[config.mk]
export PLATFORM = sky130hd
export DESIGN_NAME = alu_arbiter
export DESIGN_NICKNAME = d
export VERILOG_FILES = /design/src/rtl/alu_arbiter.sv
export SDC_FILE = /design/constraint.sdc
export NUM_CORES = 1
export LEC_CHECK = 0
export BUFFER_PORTS_ARGS = -buffer_cell sky130_fd_sc_hd__buf_4
export CAP_MARGIN = 0
export CORE_AREA = 2 2 109 111
export CTS_BUF_LIST = sky130_fd_sc_hd__clkbuf_8 sky130_fd_sc_hd__clkbuf_16
export DETAILED_ROUTE_END_ITERATION = 7
export DIE_AREA = 0 0 111 113
export SETUP_SLACK_MARGIN = 0.2
export SYNTH_ARGS = -nofsm -noshare
export SYNTH_HDL_FRONTEND = slang
export SYNTH_SLANG_ARGS = --single-unit
export TNS_END_PERCENT = 20
[constraint.sdc]
create_clock -name clk -period 1.3 [get_ports clk]
set_input_delay 0 -clock clk [delete_from_list [all_inputs] [get_ports clk]]
set_output_delay 0 -clock clk [all_outputs]
set_load 0.02 [all_outputs]
[src/rtl/alu_arbiter.sv]
// Round-robin arbiter that shares one combinational execute ALU among NUM_REQ
// requesters and captures each result in a single response slot tagged with its id.
module alu_arbiter #(
    parameter int NUM_REQ = 2,
    parameter int ID_W    = 1
) (
    input  logic                  clk,
    input  logic                  rst_n,
    input  logic [NUM_REQ-1:0]    req_valid,
    input  logic [4*NUM_REQ-1:0]  req_op,
    input  logic [32*NUM_REQ-1:0] req_a,
    input  logic [32*NUM_REQ-1:0] req_b,
    output logic [NUM_REQ-1:0]    req_ready,
    output logic [3:0]            alu_op,
    output logic [31:0]           alu_a,
    output logic [31:0]           alu_b,
    input  logic [31:0]           alu_result,
    output logic                  rsp_valid,
    input  logic                  rsp_ready,
    output logic [31:0]           rsp_result,
    output logic [ID_W-1:0]       rsp_id
);

    logic [ID_W-1:0]    ptr_q, ptr_d;
    logic               rsp_valid_q, rsp_valid_d;
    logic [31:0]        rsp_result_q, rsp_result_d;
    logic [ID_W-1:0]    rsp_id_q, rsp_id_d;

    logic               slot_free;
    logic               gnt_any;
    logic [ID_W-1:0]    gnt_idx;
    logic [NUM_REQ-1:0] gnt_oh;

    // The slot may be refilled in the same cycle the consumer drains it.
    assign slot_free = !rsp_valid_q || rsp_ready;

    // Round-robin pick: lowest valid index at or above ptr, else lowest valid overall.
    always_comb begin
        logic            found_hi;
        logic            found_any;
        logic [ID_W-1:0] idx_hi;
        logic [ID_W-1:0] idx_any;
        // NOTE: every variable gets a default before any branch so no latch is inferred.
        found_hi  = 1'b0;
        found_any = 1'b0;
        idx_hi    = '0;
        idx_any   = '0;
        for (int i = NUM_REQ - 1; i >= 0; i--) begin
            if (req_valid[i]) begin
                found_any = 1'b1;
                idx_any   = ID_W'(i);
                if (i >= int'(ptr_q)) begin
                    found_hi = 1'b1;
                    idx_hi   = ID_W'(i);
                end
            end
        end
        gnt_any = rst_n && slot_free && found_any;
        gnt_idx = found_hi ? idx_hi : idx_any;
    end

    always_comb begin
        gnt_oh = '0;
        alu_op = '0;
        alu_a  = '0;
        alu_b  = '0;
        for (int i = 0; i < NUM_REQ; i++) begin
            if (gnt_any && (gnt_idx == ID_W'(i))) begin
                gnt_oh[i] = 1'b1;
                alu_op    = req_op[4*i +: 4];
                alu_a     = req_a[32*i +: 32];
                alu_b     = req_b[32*i +: 32];
            end
        end
    end

    assign req_ready = gnt_oh;

    always_comb begin
        ptr_d        = ptr_q;
        rsp_valid_d  = rsp_valid_q;
        rsp_result_d = rsp_result_q;
        rsp_id_d     = rsp_id_q;
        if (gnt_any) begin
            rsp_valid_d  = 1'b1;
            rsp_result_d = alu_result;
            rsp_id_d     = gnt_idx;
            ptr_d        = (gnt_idx == ID_W'(NUM_REQ - 1)) ? '0 : gnt_idx + ID_W'(1);
        end else if (rsp_valid_q && rsp_ready) begin
            rsp_valid_d = 1'b0;
        end
    end

    // NOTE: state registers use non-blocking assignments so all of them update together.
    always_ff @(posedge clk) begin
        if (!rst_n) begin
            ptr_q        <= '0;
            rsp_valid_q  <= 1'b0;
            rsp_result_q <= '0;
            rsp_id_q     <= '0;
        end else begin
            ptr_q        <= ptr_d;
            rsp_valid_q  <= rsp_valid_d;
            rsp_result_q <= rsp_result_d;
            rsp_id_q     <= rsp_id_d;
        end
    end

    assign rsp_valid  = rsp_valid_q;
    assign rsp_result = rsp_result_q;
    assign rsp_id     = rsp_id_q;

endmodule

# After elaboration in Yosys (flattened, before gate mapping)
# Index checks and enable logic that the tools add are counted.
# op_classes
reduce_logical,8
muxes,19
magnitude_cmp,1
addsub,1
n_bitwise,1
# ops
operator,count
$mux 32,4
$mux 1,13
$mux 4,2
$logic_and 1x1->1,5
$reduce_bool 2->1,1
$add 1x1->1 const B,1
$ge 1x1->1 const A,1
$logic_not 1->1,1
$logic_or 1x1->1,1
$not 1->1,1
# word_totals
ff_bits,35
out_inout_bits,104
inputBits,173
word_cells,34

# Longest topological paths before layout
# logic_depth
word_depth,8
depth_mapped,6
depth_no_buf,3

# Worst setup path after synthesis
# OpenSTA, ideal clock, no wires.
# synth_timing
kind,register -> output
start,"register rsp_valid_q, in the netlist rsp_valid"
end,output alu_a[25]
stages_incl_launch_ff,6
t_required_ns,1.300
path_buffers,2
arrival_ns,1.533
slack_ns,-0.233
cell_sequence,dfxtp_1 nand2b_1 and4_1 buf_2 clkbuf_1 a22o_1
# synth_via
elab_chain_len,7
word_cells_on_any_way,8
cone_classes,2 x mux; 6 x reduce/logical
# synth_rtl
item,line_no,text
from (decl),25,"logic rsp_valid_q, rsp_valid_d;"
from (signal assigned),103,rsp_valid_q <= rsp_valid_d;
$logic_not 1->1 *,35,assign slot_free = !rsp_valid_q || rsp_ready;
$logic_or 1x1->1 *,35,
$logic_and 1x1->1 * (2 in series),58,gnt_any = rst_n && slot_free && found_any;
$logic_and 1x1->1,68,if (gnt_any && (gnt_idx == ID_W'(i))) begin
$mux 32,68,
$mux 32 *,68,
to (decl),15,"output logic [31:0] alu_a,"
# Mark *: on every way between the ends. The rest lies on a longest branch, timed or not.

# Worst setup path in the final report
# layout_timing
start,"register rsp_valid_q, in the netlist rsp_valid"
end,output alu_b[8]
# layout_via
elab_chain_len,7
word_cells_on_any_way,8
cone_classes,2 x mux; 6 x reduce/logical
# layout_rtl
item,line_no,text
$logic_not 1->1 *,35,
$logic_or 1x1->1 *,35,
$logic_and 1x1->1 * (2 in series),58,
$logic_and 1x1->1,68,
$mux 32,68,
$mux 32 *,68,
to (decl),16,"output logic [31:0] alu_b,"
# Marks and branches as above.

==> report_table.html <==
<table>
<tr><th>Metric</th><th>Value</th></tr>
<tr><th colspan="2">Detailed routing</th></tr>
<tr><td>Average detailed-routed wire length per instance</td><td>17.61 um</td></tr>
<tr><td>First DRT Iteration DRCs</td><td>182</td></tr>
<tr><td>Antenna Nets Post-Route</td><td>0</td></tr>
<tr><td>Number of vias per cell</td><td>4.534</td></tr>
<tr><td>Count of vias placed by the detailed router</td><td>3201</td></tr>
<tr><td>Remaining routing DRC violations</td><td>0</td></tr>
<tr><td>Iteration count of the initial detailed-routing pass</td><td>4</td></tr>
<tr><td>Post-detailed-routing wire length</td><td>12440 um</td></tr>
<tr><th colspan="2">Setup path</th></tr>
<tr><td>Critical path launch point type</td><td>flop</td></tr>
<tr><td>Cell with the largest stage delay on the worst path</td><td>dfxtp_2</td></tr>
<tr><td>Cell-by-cell trace of the critical path</td><td>nor2b_4, nor4_4, buf_4, buf_8, buf_12, a22o_1, buf_6</td></tr>
<tr><td>Reg2Reg Setup Slack</td><td>-0.15 ns</td></tr>
<tr><td>CP endpoint kind</td><td>primary output</td></tr>
<tr><td>Biggest cell delay along the critical path</td><td>0.33 ns</td></tr>
<tr><td>Critical path fanouts, max</td><td>9</td></tr>
<tr><td>WP data arrival</td><td>1.70 ns</td></tr>
<tr><td>Worst Setup Path Type</td><td>flop to primary output</td></tr>
<tr><td>WP data required</td><td>1.30 ns</td></tr>
<tr><th colspan="2">STA</th></tr>
<tr><td>Achievable clock frequency</td><td>586.6 MHz</td></tr>
<tr><td>Sum of negative setup slack</td><td>-23.82 ns</td></tr>
<tr><td>Min Tclk post-route</td><td>1.705 ns</td></tr>
<tr><td>Fin. Hold Viols</td><td>0</td></tr>
<tr><td>Relative slew slack</td><td>63.00%</td></tr>
<tr><td>Portion of the clock cycle consumed by the worst path in the final layout</td><td>131.1%</td></tr>
<tr><td>Max Slew Vio Count</td><td>0</td></tr>
<tr><td>Transition at the pin with the smallest max-transition slack</td><td>0.5550 ns</td></tr>
<tr><td>Crit path setup slack, layout</td><td>-0.4047 ns</td></tr>
<tr><td>Largest clock skew in the final design</td><td>0.005736 ns</td></tr>
<tr><td>Unrepaired setup endpoints after global routing</td><td>true</td></tr>
<tr><td>Setup Viol. Count Final</td><td>75</td></tr>
<tr><th colspan="2">CTS</th></tr>
<tr><td>Clk Latency, worst-skew pair</td><td>0.28 ns</td></tr>
<tr><td>Clock slew at reported path FFs</td><td>0.06 ns</td></tr>
<tr><td>Buffer type at the clock tree root</td><td>clkbuf_16</td></tr>
<tr><td>H-tree depth</td><td>2</td></tr>
<tr><td>Clock tree from TritonCTS</td><td>done</td></tr>
<tr><td>CTS buffer count</td><td>5</td></tr>
<tr><td>Clk sink count</td><td>35</td></tr>
<tr><td>Longest Clk Path Bufs</td><td>2</td></tr>
<tr><th colspan="2">Power</th></tr>
<tr><td>Leakage</td><td>0.002858 uW</td></tr>
<tr><td>Worst supply voltage drop on vdd</td><td>0.0007091 V</td></tr>
<tr><td>Part of the total power dissipated in combinational logic</td><td>42.9%</td></tr>
<tr><td>Switch share</td><td>29.40%</td></tr>
<tr><td>Share of total power in sequential cells</td><td>27.1%</td></tr>
<tr><td>Power density normalized to cell area</td><td>800.6 mW/mm2</td></tr>
<tr><td>Share of power burned in the clock network</td><td>30.0%</td></tr>
<tr><td>Design internal power</td><td>3142 uW</td></tr>
<tr><td>Sw Pwr</td><td>1308 uW</td></tr>
<tr><td>Tot Pwr</td><td>4450 uW</td></tr>
<tr><th colspan="2">Global route</th></tr>
<tr><td>GR peak layer</td><td>met2</td></tr>
<tr><td>Largest net degree at the start of global routing</td><td>62</td></tr>
<tr><td>Met1 track demand over resource</td><td>20.70%</td></tr>
<tr><td>Via count of the first global-routing pass</td><td>3230</td></tr>
<tr><td>Met3 layer usage reported by global route</td><td>4.392%</td></tr>
<tr><td>Initial antenna violation count</td><td>0</td></tr>
<tr><td>Wire length of the first global-routing pass</td><td>17340 um</td></tr>
<tr><td>Met2 Usage GRT</td><td>30.76%</td></tr>
<tr><td>Total gr overflow</td><td>0</td></tr>
<tr><td>Overall track demand over capacity in global routing</td><td>17.24%</td></tr>
<tr><th colspan="2">Floorplanning</th></tr>
<tr><td>Number of top-level design ports</td><td>277</td></tr>
<tr><td>Num rows</td><td>39</td></tr>
<tr><td>Core footprint</td><td>0.01127 mm2</td></tr>
<tr><td>Area of the die</td><td>0.01254 mm2</td></tr>
<tr><td>Height of the chip</td><td>113 um</td></tr>
<tr><td>Effective utilization at floorplan</td><td>18.78%</td></tr>
<tr><td>Horiz. Die Dim</td><td>111 um</td></tr>
<tr><th colspan="2">Run status</th></tr>
<tr><td>Status</td><td>finished, violations left</td></tr>
<tr><td>Violated checks</td><td>negative setup slack</td></tr>
<tr><th colspan="2">Placed design</th></tr>
<tr><td>IO buf count</td><td>276</td></tr>
<tr><td>Setup slack after placement</td><td>-0.1620 ns</td></tr>
<tr><td>Sum of net half-perimeters after detailed placement</td><td>8510 um</td></tr>
<tr><td>Placed Instances</td><td>651</td></tr>
<tr><td>Routability congestion estimate from global placement</td><td>0.8385</td></tr>
<tr><th colspan="2">Logic synthesis</th></tr>
<tr><td>Post-synth net total</td><td>413</td></tr>
<tr><td>Number of warning messages in the yosys log</td><td>0</td></tr>
<tr><td>#FFs+latches synth</td><td>35</td></tr>
<tr><td>Post-synthesis average cell area</td><td>8.821 um2</td></tr>
<tr><td>Post-Synthesis Cells</td><td>240</td></tr>
<tr><td>Share of synthesized area occupied by flip-flops and latches</td><td>33.10%</td></tr>
<tr><td>Number of distinct library cell variants in the gate-level netlist after synthesis</td><td>18</td></tr>
<tr><td>Area of the mapped netlist</td><td>0.002117 mm2</td></tr>
<tr><th colspan="2">Cells and area</th></tr>
<tr><td>Layout net count</td><td>736</td></tr>
<tr><td>Final std cells w/o fill</td><td>706</td></tr>
<tr><td>Number of fillers in the final layout</td><td>1019</td></tr>
<tr><td>Share of cells above drive strength 1</td><td>59.86%</td></tr>
<tr><td>Area growth from synthesis to layout</td><td>162.5%</td></tr>
<tr><td>Final antenna diode count</td><td>0</td></tr>
<tr><th colspan="2">Job</th></tr>
<tr><td>Number of max-cap violations</td><td>0</td></tr>
<tr><th colspan="2">Min path</th></tr>
<tr><td>Worst min-delay path category</td><td>input port to flop</td></tr>
</table>
==> kinds of logic after synthesis <==
kind of cell | after synthesis | share of synthesized area (%)
AND/OR/NAND/NOR | 74 | 14.66
AO/OA/AOI/OAI | 72 | 29.20
flip-flops | 35 | 33.10
multiplexers | 32 | 15.13
buffers and inverters | 27 | 7.919
==> flip-flops by register name, summed over array words and instances, names as in the netlist <==
| register | count |
|---|---|
| rsp_result | 32 |
| ptr_q | 1 |
| rsp_id | 1 |
| rsp_valid | 1 |
==> Yosys cell counts <==
master | n | share of area, %
mux2i_1 | 32 | 15
inv_2 | 1 | 0.18
nand2b_1 | 1 | 0.30
dfxtp_1 | 35 | 33
nor4_4 | 1 | 1.0
o21ai_0 | 1 | 0.24
nor2b_1 | 2 | 0.59
a22o_1 | 68 | 28
nor2_2 | 1 | 0.30
a21oi_1 | 2 | 0.47
nand2_1 | 67 | 12
and4_1 | 1 | 0.41
inv_1 | 1 | 0.18
clkbuf_1 | 12 | 2.1
o21bai_1 | 1 | 0.35
buf_2 | 5 | 1.2
nor2_1 | 1 | 0.18
buf_6 | 8 | 4.3
==> power by group through the flow <==
stage	registers, uW	clock network, uW	logic, uW
final	1210	1330	1910
after floorplan	1320	0	629
after CTS	1210	1370	1790
after global placement	1220	0	1570
after global routing	1220	1420	2010
after detailed placement	1230	0	1580
==> final timing paths <==
kind                          start                           to  cells after the start
max          rsp_valid$_SDFFE_PN0P_                     alu_b[8]                      7
min                           rst_n  rsp_result[27]$_SDFFE_PN0P_                      3
max reg2reg      ptr_q$_SDFFE_PN0P_          rsp_id$_SDFFE_PN0P_                      8
min reg2reg     rsp_id$_SDFFE_PN0P_          rsp_id$_SDFFE_PN0P_                      2
==> area by class of cell <==
| class | instances | area (um2) | share of cell area [%] |
|---|---|---|---|
| clock buffers | 5 | 125.1 | 2.251 |
| clock inverters | 2 | 33.78 | 0.6078 |
| inverters | 2 | 7.507 | 0.1351 |
| multi-input cells | 178 | 1394 | 25.08 |
| flip-flops and latches | 35 | 703.2 | 12.65 |
| well taps | 143 | 178.9 | 3.219 |
| repair buffers | 341 | 3115 | 56.06 |
==> worst max-delay path: cells and delay by family (launching register included) <==
kind,cells,cell delay (ns)
AOI/OAI and AO/OA,1,0.16
buffers and inverters,4,0.57
DFF,1,0.33
and+or+nand+nor,2,0.37
==> layout by cell type, fill, tap and decap left out <==
cell type      instances
buf_4                225
buf_6                 70
nand2_1               67
a22o_1                54
dfxtp_1               33
mux2i_1               32
dlygate4sd3_1         32
a22o_4                14
clkbuf_16             10
buf_12                 4
buf_16                 3
inv_1                  2
nor2b_4                2
a21oi_1                2
buf_8                  2
dfxtp_2                2
nand2b_1               1
and4_4                 1
inv_2                  1
nor4_4                 1
nor2_1                 1
nor2_4                 1
o21ai_0                1
o21bai_1               1
bufinv_16              1
==> what timing repair did <==
item                       in CTS  in global routing
pin swaps                       7                 11
setup buffers                   1                  4
hold buffers                   32                  0
gates resized for setup        51                 35
gates cloned                    4                  7
hold endpoints to repair       32                  0
setup endpoints to repair     101                101
==> layer usage <==
layer  vias to the layer above  share of wire, %
li1                       1522                 -
met1                      1488                39
met2                       172                53
met3                        19               6.4
met4                         0               1.9
met5                         -                 0
==> stage by stage <==
| step | utilization (%) | cell area (um2) | hold WS, ns |
|---|---|---|---|
| 3_5_place_dp | 39.86 | 4493 | 0.2652 |
| 5_1_grt | 49.31 | 5558 | 0.03491 |
| 2_1_floorplan | - | 2233 | 0.1212 |
| 4_1_cts | 46.58 | 5250 | 0.02166 |
| 6_report | 49.31 | 5558 | 0.03171 |
| 3_3_place_gp | 39.86 | 4493 | 0.2586 |
(Power assumes the default switching activity.)
